[config.mk]
export PLATFORM = sky130hd
export DESIGN_NAME = bht_update_ctrl
export DESIGN_NICKNAME = d
export VERILOG_FILES = /design/src/rtl/bht_update_ctrl.sv
export SDC_FILE = /design/constraint.sdc
export NUM_CORES = 1
export LEC_CHECK = 0
export ABC_CLOCK_PERIOD_IN_PS = 2900
export BUFFER_PORTS_ARGS = -buffer_cell sky130_fd_sc_hd__clkbuf_2
export CAP_MARGIN = 10
export CORE_MARGIN = 1.5
export CORE_UTILIZATION = 53
export DETAILED_ROUTE_END_ITERATION = 7
export PLACE_DENSITY = 0.76
export SLEW_MARGIN = 20
export SYNTH_ARGS = -nofsm -noshare
export SYNTH_HDL_FRONTEND = slang
export SYNTH_SLANG_ARGS = --single-unit
[constraint.sdc]
create_clock -name clk -period 2.9 [get_ports clk]
set_clock_uncertainty 0.2 [all_clocks]
set_input_delay 0.435 -clock clk [delete_from_list [all_inputs] [get_ports clk]]
set_output_delay 0.435 -clock clk [all_outputs]
set_load 0.01 [all_outputs]
[src/rtl/bht_update_ctrl.sv]
// rtl/bht_update_ctrl.sv - BHT update scheduler: FIFO of resolved branches drained onto the single BHT update port
// Optional feature macro: BHT_UPD_COALESCE_EN (merge a push into a same-pc tail entry)

`ifndef IM_ADDR_BIT
`define IM_ADDR_BIT 32
`endif

module bht_update_ctrl #(
    parameter int DEPTH = 4,
    parameter int AW    = `IM_ADDR_BIT
) (
    input  logic                          clk,
    input  logic                          rst_n,
    input  logic                          req_valid,
    output logic                          req_ready,
    input  logic [AW-1:0]                 req_pc_4,
    input  logic [AW-1:0]                 req_pc_remote,
    input  logic [1:0]                    req_state_old,
    input  logic                          req_taken,
    input  logic                          drain_en,
    input  logic                          flush,
    output logic                          bht_update_en,
    output logic [AW-1:0]                 bht_update_pc_4,
    output logic [AW-1:0]                 bht_update_pc_remote,
    output logic [1:0]                    bht_update_state_old,
    output logic                          bht_branch_succ,
    output logic [$clog2(DEPTH):0]        occupancy
);

    localparam int PW = $clog2(DEPTH);
    localparam int OW = PW + 1;

    localparam logic [1:0] ST_IDLE  = 2'b00;
    localparam logic [1:0] ST_DRAIN = 2'b01;
    localparam logic [1:0] ST_HOLD  = 2'b10;

    // 2-bit predictor step: 01 strong-NT, 00 weak-NT, 10 weak-T, 11 strong-T
    function automatic logic [1:0] nxt(input logic [1:0] s, input logic t);
        logic [1:0] r;
        case (s)
            2'b01:   r = t ? 2'b00 : 2'b01;
            2'b00:   r = t ? 2'b10 : 2'b01;
            2'b10:   r = t ? 2'b11 : 2'b00;
            default: r = t ? 2'b11 : 2'b10;
        endcase
        return r;
    endfunction

    logic [AW-1:0] mem_pc_4      [DEPTH];
    logic [AW-1:0] mem_pc_remote [DEPTH];
    logic [1:0]    mem_state     [DEPTH];
    logic          mem_taken     [DEPTH];

    logic [PW-1:0] rd_ptr;
    logic [PW-1:0] wr_ptr;
    logic [1:0]    st;
    logic          last_v;
    logic [AW-1:0] last_pc_4;
    logic [1:0]    last_state;

    logic          empty;
    logic          full;
    logic          push;
    logic          pop;
    logic          coalesce;
    logic          alloc;
    logic [OW-1:0] occ_nxt;
    logic [1:0]    head_state_fwd;

    assign empty = (occupancy == '0);
    assign full  = (occupancy == OW'(DEPTH));

    assign req_ready = !full && !flush;
    assign push      = req_valid && req_ready;

    // st is non-IDLE exactly when the FIFO holds entries, so it stands in for !empty
    assign bht_update_en = (st != ST_IDLE) && drain_en && !flush;
    assign pop           = bht_update_en;

`ifdef BHT_UPD_COALESCE_EN
    logic [PW-1:0] tail_ptr;
    assign tail_ptr = wr_ptr - 1'b1;
    // a single-entry FIFO being popped cannot absorb the push: its tail is leaving
    assign coalesce = push && !empty && (mem_pc_4[tail_ptr] == req_pc_4)
                      && !(pop && (occupancy == OW'(1)));
`else
    assign coalesce = 1'b0;
`endif
    assign alloc = push && !coalesce;

    // head fields, with the previous drain's written state forwarded on a pc match
    assign head_state_fwd       = (last_v && (last_pc_4 == mem_pc_4[rd_ptr]))
                                  ? last_state : mem_state[rd_ptr];
    assign bht_update_pc_4      = mem_pc_4[rd_ptr];
    assign bht_update_pc_remote = mem_pc_remote[rd_ptr];
    assign bht_update_state_old = head_state_fwd;
    assign bht_branch_succ      = mem_taken[rd_ptr];

    // next-cycle occupancy from allocate/pop
    always_comb begin
        occ_nxt = occupancy;
        if (alloc && !pop)
            occ_nxt = occupancy + OW'(1);
        else if (!alloc && pop)
            occ_nxt = occupancy - OW'(1);
    end

    // FIFO storage: allocate at the write pointer or merge into the tail
    always_ff @(posedge clk or negedge rst_n) begin
        if (!rst_n) begin
            for (int i = 0; i < DEPTH; i++) begin
                mem_pc_4[i]      <= '0;
                mem_pc_remote[i] <= '0;
                mem_state[i]     <= '0;
                mem_taken[i]     <= 1'b0;
            end
        end else if (alloc) begin
            mem_pc_4[wr_ptr]      <= req_pc_4;
            mem_pc_remote[wr_ptr] <= req_pc_remote;
            mem_state[wr_ptr]     <= req_state_old;
            mem_taken[wr_ptr]     <= req_taken;
        end
`ifdef BHT_UPD_COALESCE_EN
        else if (coalesce) begin
            mem_state[tail_ptr]     <= nxt(mem_state[tail_ptr], mem_taken[tail_ptr]);
            mem_taken[tail_ptr]     <= req_taken;
            mem_pc_remote[tail_ptr] <= req_pc_remote;
        end
`endif
    end

    // pointers, occupancy, FSM and forwarding history; flush behaves like reset
    always_ff @(posedge clk or negedge rst_n) begin
        if (!rst_n) begin
            rd_ptr     <= '0;
            wr_ptr     <= '0;
            occupancy  <= '0;
            st         <= ST_IDLE;
            last_v     <= 1'b0;
            last_pc_4  <= '0;
            last_state <= '0;
        end else if (flush) begin
            rd_ptr    <= '0;
            wr_ptr    <= '0;
            occupancy <= '0;
            st        <= ST_IDLE;
            last_v    <= 1'b0;
        end else begin
            occupancy <= occ_nxt;
            if (alloc)
                wr_ptr <= wr_ptr + 1'b1;
            if (pop) begin
                rd_ptr     <= rd_ptr + 1'b1;
                last_v     <= 1'b1;
                last_pc_4  <= mem_pc_4[rd_ptr];
                last_state <= nxt(head_state_fwd, mem_taken[rd_ptr]);
            end
            if (occ_nxt == '0)
                st <= ST_IDLE;
            else if (drain_en)
                st <= ST_DRAIN;
            else
                st <= ST_HOLD;
        end
    end

endmodule

# After elaboration in Yosys (flattened, before gate mapping)
# Cells that the tools add are included.
# word_totals
register_bits	312
input_bits	72
output_inout_bits	72
word_cells	95
# classes
add_sub_neg	4
magnitude_cmp	3
n_eq_ne	4
mux	40
bitwise	3
reduce_logical	18
# op_table
cell	count
128-bit bitwise mux	2
32-bit 2-to-1 mux	5
32-bit binary-select mux with 2-bit select	2
32-bit demux with 2-bit select	1
32-bit == test	1
2-bit 2-to-1 mux	13
3-bit 2-to-1 mux	3
8-bit bitwise mux	1
1-bit logical AND	8
1-bit 2-to-1 mux	7
3-bit greater-or-equal comparator, second input constant	2
2-bit inverter with 3-bit output	2
2-bit one-hot mux with 3 select lines	1
2-bit nonzero test	3
2-bit by 1-bit adder with 2-bit output, second input constant	2
2-bit binary-select mux with 2-bit select	1
4-bit bitwise mux	1
2-bit demux with 2-bit select	1
1-bit zero test	4
3-bit by 1-bit adder with 3-bit output, second input constant	1
3-bit == test, second input constant	1
3-bit zero test	1
3-bit by 1-bit less-than comparator with 1-bit output, second input constant	1
3-bit by 1-bit subtractor with 3-bit output, second input constant	1
other kinds (7)	7

# Depth between registers and ports, before layout
# Gate-level depths: netlist of run 1.
# logic_depth
ltp_word	11
ltp_mapped	11
mapped_depth_nobuf	10

# Worst setup path after synthesis of run 1
# OpenSTA, ideal clock, no wires.
# synth_path
path_type	reg2reg
start	register rd_ptr[0]
end	register last_state[0]
setup_ps	125
arrival_ps	2674
required_ps	2575
setup_slack_ps	-99
path_stages_with_launch	11
path_buffers	3
synth_period_minus_slack_ps	2999
path_cell_list	dfrtp_1 > buf_4 > buf_4 > buf_4 > mux2i_1 > o2111ai_1 > a2111oi_2 > nand4_1 > mux2_2 > xnor2_1 > mux2_2
# synth_via
elab_chain_cells	9
word_cells_on_any_way	21
cone_classes	eq/ne (3); mux (15); bitwise (1); reduce/logical (2)
# synth_rtl
element	line	rtl
start: declaration	54	logic [PW-1:0] rd_ptr;
start signal: assignment	153	rd_ptr <= rd_ptr + 1'b1;
2-bit inverter with 3-bit output *	--	
32-bit binary-select mux with 2-bit select *	--	
32-bit 2-to-1 mux * (2 in series)	--	
net bht_update_pc_4[21]	23	output logic [AW-1:0] bht_update_pc_4,
32-bit == test *	92	assign head_state_fwd = (last_v && (last_pc_4 == mem_pc_4[rd_ptr]))
1-bit logical AND *	92	
2-bit 2-to-1 mux *	93	? last_state : mem_state[rd_ptr];
net bht_update_state_old[1]	25	output logic [1:0] bht_update_state_old,
2-bit == test (tied with other cells)	40	case (s)
2-bit one-hot mux with 3 select lines *	40	
end signal: assignment	156	last_state <= nxt(head_state_fwd, mem_taken[rd_ptr]);
end: declaration	59	logic [1:0] last_state;
# Mark *: on every way through the listed nets, which the timed path passes. The rest lies on a longest branch. The select of a mux whose other input is x is not followed.
# A chain may end at the register's enable or synchronous reset.

# Worst setup path in the final report of run 1
# layout_path
start	register rd_ptr[0]
end	output port bht_update_state_old[1]
# layout_via
elab_chain_cells	7
word_cells_on_any_way	10
cone_classes	eq/ne (1); mux (7); bitwise (1); reduce/logical (1)
# layout_rtl
element	line
2-bit inverter with 3-bit output (implied by the code) *	92, 93
32-bit binary-select mux with 2-bit select	92
32-bit 2-to-1 mux (implied by the code) (2 in series)	92
32-bit == test	92
1-bit logical AND	92
2-bit 2-to-1 mux *	93
end: declaration	25
# Mark *: on every way between the ends. The rest lies on a longest branch, timed or not. The select of a mux whose other input is x is not followed.

==> results_dict.tcl, run 1 <==
set metrics [dict create \
    run_status "finished with violations" \
    failed_checks "setup timing" \
    post_synth_instance_area_um2 14000 \
    start_util_pct 53.9 \
    global_route.overflow_total 0 \
    grt_first_pass_wirelength_um 50400 \
    report.power.total_uw 17100 \
    nets 1210 \
    routed-via-count 8385 \
    synth_top_cell_area_share_pct 55.7 \
    cts_tree "built" \
    maximum_number_of_pins_on_one_net_before_global_route_repair 68 \
    max-cap-violations 0 \
    crit_path_top_delay_cell "mux4_2" \
    async_reset_ff_share_pct 100 \
    grt_pass1_vias 9239 \
    drc 0 \
    maximum_cell_stage_delay_along_the_critical_path_ps 550 \
    pin_count 144 \
    slew_headroom_pct 53.9 \
    final_layout_size_suffix_gt1_share_pct 58.7 \
    cp-end-kind "output port" \
    numCtsBuffers 34 \
    lkg_pwr_uw 0.00781 \
    dpl_worst_slack_ps -518 \
    synth-compound-area-share_pct 2.15 \
    synth_area_per_cell_um2 15.7 \
    synth_simple_gate_area_share_pct 1.76 \
    gp_congestion 0.863 \
    die_area_um2 27400 \
    synth_xor_area_share_pct 1.94 \
    clk_pin_slew_ps 60 \
    finalWorstSetupSlack_ps -977 \
    die_h_um 166 \
    yosys-top-cells-count "dfrtp_1, mux2_2, mux4_2, clkbuf_1, xnor2_1" \
    timing.final.max_slew_violations 0 \
    timing_worst_slew_pin_value_ps 687 \
    grt_setup_unrepaired "yes" \
    fp_rows 59 \
    syn_warnings 0 \
    synth.area.mux_share_pct 35.9 \
    route.detailed.vias_per_inst 5.61 \
    seqCellArea_um2 7820 \
    critical_path_start_end_classification "reg -> out" \
    post-synth-top-area-cell "dfrtp_1" \
    place_hpwl_um 20200 \
    synthDistinctLibCells 43 \
    port-buffer-count 143 \
    drtIter0Drc 400 \
    critPathLaunchType "flop" \
    area_added_between_synthesis_and_finish_pct 23.6 \
    htree_num_levels 2 \
    number_of_buffers_on_the_longest_clock_path 3 \
    wl_um 31000 \
    postSynth.topFlopCell "dfrtp_1" \
    synth.ff_latch_count 312 \
    n_fill_cell 1843 \
    worst-endpoint-arrival_ps 3240 \
    worst-endpoint-required_ps 2270 \
    dieWidth_um 166 \
    grt_antenna_before_repair 4 \
    root_buffer "clkbuf_16" \
    hold_path_class "in -> reg" \
    ys_seq_area_share_pct 55.7 \
    synth_most_common_cell "dfrtp_1" \
    finalSetupViolCount 4 \
    layout_worst_path_cycle_share_pct 134 \
    core_area_um2 26000 \
    synthesis.instances 893 \
    combinational_family_with_the_most_area_after_synthesis "multiplexers" \
    critPathMaxFanout 8 \
    clk-insertion-delay-late_ps 500 \
    number_of_clock_sinks 312 \
    synth.top_cells.by_area "dfrtp_1, mux2_2, mux4_2" \
    period_needed_ps 3880 \
    synth_enable_flop_cells 0 \
    hold_violations 0 \
    powerDensity_nw_per_um2 988 \
    post_synthesis_net_count 972 \
    multi_input_area_um2 6040 \
    detail_route.wl_per_cell_um 20.7 \
    gr-usage-all-layers_pct 23.1 \
    drt_antenna_net_count 0 \
    max_freq_mhz 258 \
    post_synth_fa_ha_maj_area_fraction_pct 0.625 \
    vdd_ir_drop_max_mv 0.617 \
    detail_route.first_pass.iterations 4 \
    crit_path_cell_trace "buf_12, mux4_2, xnor2_2, nand4_1, a2111oi_2, buf_4, nand4_1, buf_4, mux2_4, clkbuf_2" \
]
-- stage by stage --
step	setup TNS, ps	util [%]	hold slack [ps]	std cells	cell area [um^2]
floorplan	-21.0	-	-60.6	893	14000
global placement	-1390	60.6	192	1400	15700
detailed placement	-1490	60.6	202	1400	15700
CTS	-2730	66.3	0.105	1484	17200
global route	-4370	66.7	9.55	1494	17300
finish	-2700	66.7	12.3	1494	17300
-- path summary, 6_finish.rpt --
check,startpoint,to,slack (ps),depth (start not counted)
worst max register to register,rd_ptr[0],last_state[0],-530,12
max in group asynchronous,rst_n,rd_ptr[1],1490,3
worst max-delay path,rd_ptr[0],bht_update_state_old[1],-980,10
worst min-delay path,req_pc_remote[6],mem_pc_remote[70],10,2
worst min register to register,mem_pc_remote[45],mem_pc_remote[45],300,1
min in group asynchronous,rst_n,mem_pc_4[92],240,2
-- flip-flops by register name (all words and copies together), names as in the netlist --
register       cells
st                 2
mem_pc_remote    128
mem_taken          4
last_v             1
last_pc_4         32
wr_ptr             2
occupancy          3
mem_state          8
last_state         2
mem_pc_4         128
rd_ptr             2
-- report_power, final --
part	total, uW	internal (uW)	switching (uW)	leakage (uW)
Sequential	7190	6160	1020	0.00385
Combinational	5510	3310	2200	0.00338
Clock	4420	2710	1710	0.000573
-- cell type report --
| type | count | share of cell area [%] |
|---|---|---|
| repair buffers | 255 | 10.7 |
| multi-input cells | 519 | 34.9 |
| diodes | 3 | 0.0433 |
| clock inverters | 12 | 0.830 |
| clock buffers | 49 | 5.88 |
| inverters | 9 | 0.195 |
| flip-flops and latches | 312 | 45.1 |
| well taps | 335 | 2.42 |
-- layout by cell type (no fill, tap or decap), types with 3 or more instances in the layout --
| master | synthesis | layout |
|---|---|---|
| clkinv_2 | 0 | 6 |
| nand2_4 | 0 | 4 |
| buf_4 | 7 | 72 |
| xor2_1 | 4 | 4 |
| dfrtp_1 | 312 | 310 |
| clkbuf_1 | 35 | 5 |
| diode_2 | 0 | 3 |
| ha_1 | 7 | 7 |
| clkbuf_16 | 0 | 36 |
| bufinv_16 | 0 | 3 |
| buf_8 | 0 | 4 |
| nand2_1 | 20 | 14 |
| o21ai_0 | 8 | 5 |
| nand4_1 | 6 | 6 |
| mux2_2 | 304 | 303 |
| a2111oi_2 | 2 | 3 |
| mux4_2 | 61 | 61 |
| clkbuf_2 | 0 | 140 |
| mux2i_1 | 23 | 20 |
| inv_1 | 9 | 9 |
| o21ai_1 | 1 | 3 |
| buf_6 | 1 | 4 |
| a2bb2oi_1 | 4 | 4 |
| buf_12 | 0 | 13 |
| xnor2_1 | 27 | 23 |
| a21oi_1 | 8 | 8 |
| xnor2_2 | 0 | 4 |
| clkbuf_8 | 0 | 9 |
| nand2b_1 | 6 | 6 |
| nor2_1 | 12 | 10 |
| dlygate4sd3_1 | 0 | 18 |
-- critical path: cells and delay by family (launching register included) --
| family | cells | cell delay (ps) |
|---|---|---|
| AND/OR/NAND/NOR | 2 | 320 |
| flip-flops | 1 | 430 |
| buffers and inverters | 4 | 660 |
| XOR/XNOR | 1 | 150 |
| AO/OA/AOI/OAI | 1 | 340 |
| multiplexers | 2 | 850 |
-- per-layer routing --
metal  vias to the layer above  wire, um  share of wire [%]  track usage [%]
met5                         -        17              0.055                0
met4                         2       727                2.3             6.54
met3                        50      1780                5.8             5.47
met2                       186     15100                 49             37.7
met1                      4365     13300                 43             31.0
li1                       3782         -                  -                -
-- timing repair --
item,CTS,global route
endpoints found under the hold margin,85,0
buffers inserted,4,7
setup endpoints to repair,8,20
resized for setup,24,9
cloned,1,1
hold buffers,18,0
pin swaps,3,0
-- cells by family after synthesis --
group / Yosys count
flip-flops: 312
multiplexers: 388
buffers and inverters: 62
XOR/XNOR: 31
AND/OR/NAND/NOR: 52
AO/OA/AOI/OAI: 41
adder cells (fa/ha/maj): 7
Note: power is estimated with default switching activity, not from simulation.
==> inputs of run 2 (changes only) <==
--- a/config.mk
+++ b/config.mk
@@ -12,6 +12,7 @@
 export CORE_UTILIZATION = 53
 export DETAILED_ROUTE_END_ITERATION = 7
 export PLACE_DENSITY = 0.76
+export REMOVE_ABC_BUFFERS = 1
 export SLEW_MARGIN = 20
 export SYNTH_ARGS = -nofsm -noshare
 export SYNTH_HDL_FRONTEND = slang
==> results_dict.tcl, run 2 (synthesis results as in run 1) <==
set metrics [dict create \
    run_status "finished with violations" \
    failed_checks "setup timing" \
    port-buffer-count 143 \
    route.detailed.vias_per_inst 5.63 \
    wl_um 30100 \
    critPathMaxFanout 4 \
    critPathLaunchType "flop" \
    top_usage_layer "met2" \
    finalSetupViolCount 4 \
    holdWs_ps 13.4 \
    finalWorstSetupSlack_ps -886 \
    slew_headroom_pct 55.7 \
    gr_met3_demand_resource_pct 5.54 \
    post-route-cell-area_um2 17300 \
    clk-insertion-delay-late_ps 500 \
    drt_antenna_net_count 0 \
    gp_congestion 0.817 \
    seqCellArea_um2 7820 \
    grt_first_pass_wirelength_um 49800 \
    htree_num_levels 2 \
    die_area_um2 27400 \
    grt_setup_unrepaired "yes" \
    core_area_um2 26000 \
    place_hpwl_um 20000 \
    clk_pin_slew_ps 60 \
    drtIter0Drc 410 \
    hold_violations 0 \
    critical_path_start_end_classification "reg -> out" \
    hold_path_class "in -> reg" \
    cp-end-kind "output port" \
    routed-via-count 8328 \
    timing_worst_slew_pin_value_ps 660 \
    number_of_clock_sinks 312 \
    grt.met2_usage_pct 38.5 \
    worst-endpoint-arrival_ps 3150 \
    grt_pass1_vias 9285 \
    reg_top3 "mem_pc_4 x128, mem_pc_remote x128, last_pc_4 x32" \
    multi_input_area_um2 6080 \
    gr-usage-all-layers_pct 22.7 \
    dieWidth_um 166 \
    fp_rows 59 \
    grt_antenna_before_repair 2 \
    powerDensity_nw_per_um2 992 \
    max_freq_mhz 264 \
    timing.final.max_slew_violations 0 \
    n_fill_cell 1885 \
    cts_tree "built" \
    lkg_pwr_uw 0.00775 \
    numCtsBuffers 35 \
    area_added_between_synthesis_and_finish_pct 23.2 \
    detail_route.first_pass.iterations 4 \
    grt.met1_usage_pct 28.9 \
    pin_count 144 \
    layout_worst_path_cycle_share_pct 131 \
    maximum_number_of_pins_on_one_net_before_global_route_repair 71 \
    nets 1196 \
    start_util_pct 53.9 \
    period_needed_ps 3790 \
    detail_route.wl_per_cell_um 20.3 \
    detailed_place.area_um2 15700 \
    final_layout_size_suffix_gt1_share_pct 58.8 \
    root_buffer "clkbuf_16" \
    vdd_ir_drop_max_mv 0.751 \
    layout_commonest_cell "dfrtp_1" \
    drc 0 \
    number_of_buffers_on_the_longest_clock_path 3 \
    worst-endpoint-required_ps 2270 \
    mostFrequentLayoutCells "dfrtp_1, mux2_2, clkbuf_2" \
    max-cap-violations 0 \
    global_route.overflow_total 0 \
    die_h_um 166 \
]
==> run 2: changes by cell type in the layout (fill, tap and decap cells not counted), sizes merged <==
cell	change
dlygate4sd3	-6
buf	-9
clkinv	-2
clkbuf	+3
diode	-2
==> run 2: worst max-delay path, stage by stage, from the launching register on <==
cell	delay, ps
dfrtp_4	460
buf_6	140
mux4_2	550
xnor2_2	150
nand4_1	230
a2111oi_4	330
nand4_1	190
buf_4	180
mux2_2	280
clkbuf_2	130
==> run 2: per-layer routing <==
metal  vias up  part of all wire (%)
li1       3765                     -
met1      4343                    42
met2       168                    50
met3        52                   5.4
met4         0                   2.5
met5         -                     0
==> run 2: stage by stage <==
| stage | power [uW] | TNS [ps] | cells | setup WS (ps) | util, % |
|---|---|---|---|---|---|
| 5_1_grt | 18100 | -2570 | 1478 | -966 | 66.4 |
| 6_report | 17100 | -2250 | 1478 | -886 | 66.4 |
| 2_1_floorplan | 10500 | -291280 | 840 | -2590 | - |
| 4_1_cts | 17100 | -2070 | 1476 | -852 | 66.0 |
| 3_5_place_dp | 12500 | -1640 | 1395 | -551 | 60.6 |
| 3_3_place_gp | 12200 | -1380 | 1395 | -504 | 60.6 |
==> run 2: repair_timing <==
item | in CTS | in global routing
hold endpoints to repair | 83 | 0
buffers inserted | 7 | 2
pin swaps | 4 | 4
endpoints found under the setup margin | 33 | 21
hold buffers | 12 | 0
resized for setup | 9 | 19
==> run 2: path summary, 6_finish.rpt <==
kind | slack, ps | endpoint | cells after the start | start
setup reg to reg | -320 | last_state[0] | 10 | rd_ptr[0]
hold reg to reg | 300 | mem_pc_remote[34] | 1 | mem_pc_remote[34]
hold / removal | 10 | mem_pc_remote[127] | 2 | req_pc_remote[31]
min in group asynchronous | 280 | mem_pc_remote[18] | 2 | rst_n
setup / recovery | -890 | bht_update_state_old[1] | 9 | rd_ptr[0]
max in group asynchronous | 1470 | mem_pc_4[92] | 3 | rst_n
==> run 2: layout make-up <==
class	instances	share of cell area, %
timing repair buffer	240	9.99
inverter	9	0.196
sequential	312	45.3
tap	335	2.43
clock inverter	10	0.775
clock buffer	52	6.09
multi-input combinational	519	35.2
antenna	1	0.0145
==> run 2: power by group <==
part / total (uW) / switching [uW] / leakage [uW] / internal, uW
Sequential: 7200 / 1040 / 0.00385 / 6160
Combinational: 5430 / 2160 / 0.00332 / 3270
Clock: 4500 / 1720 / 0.000579 / 2780
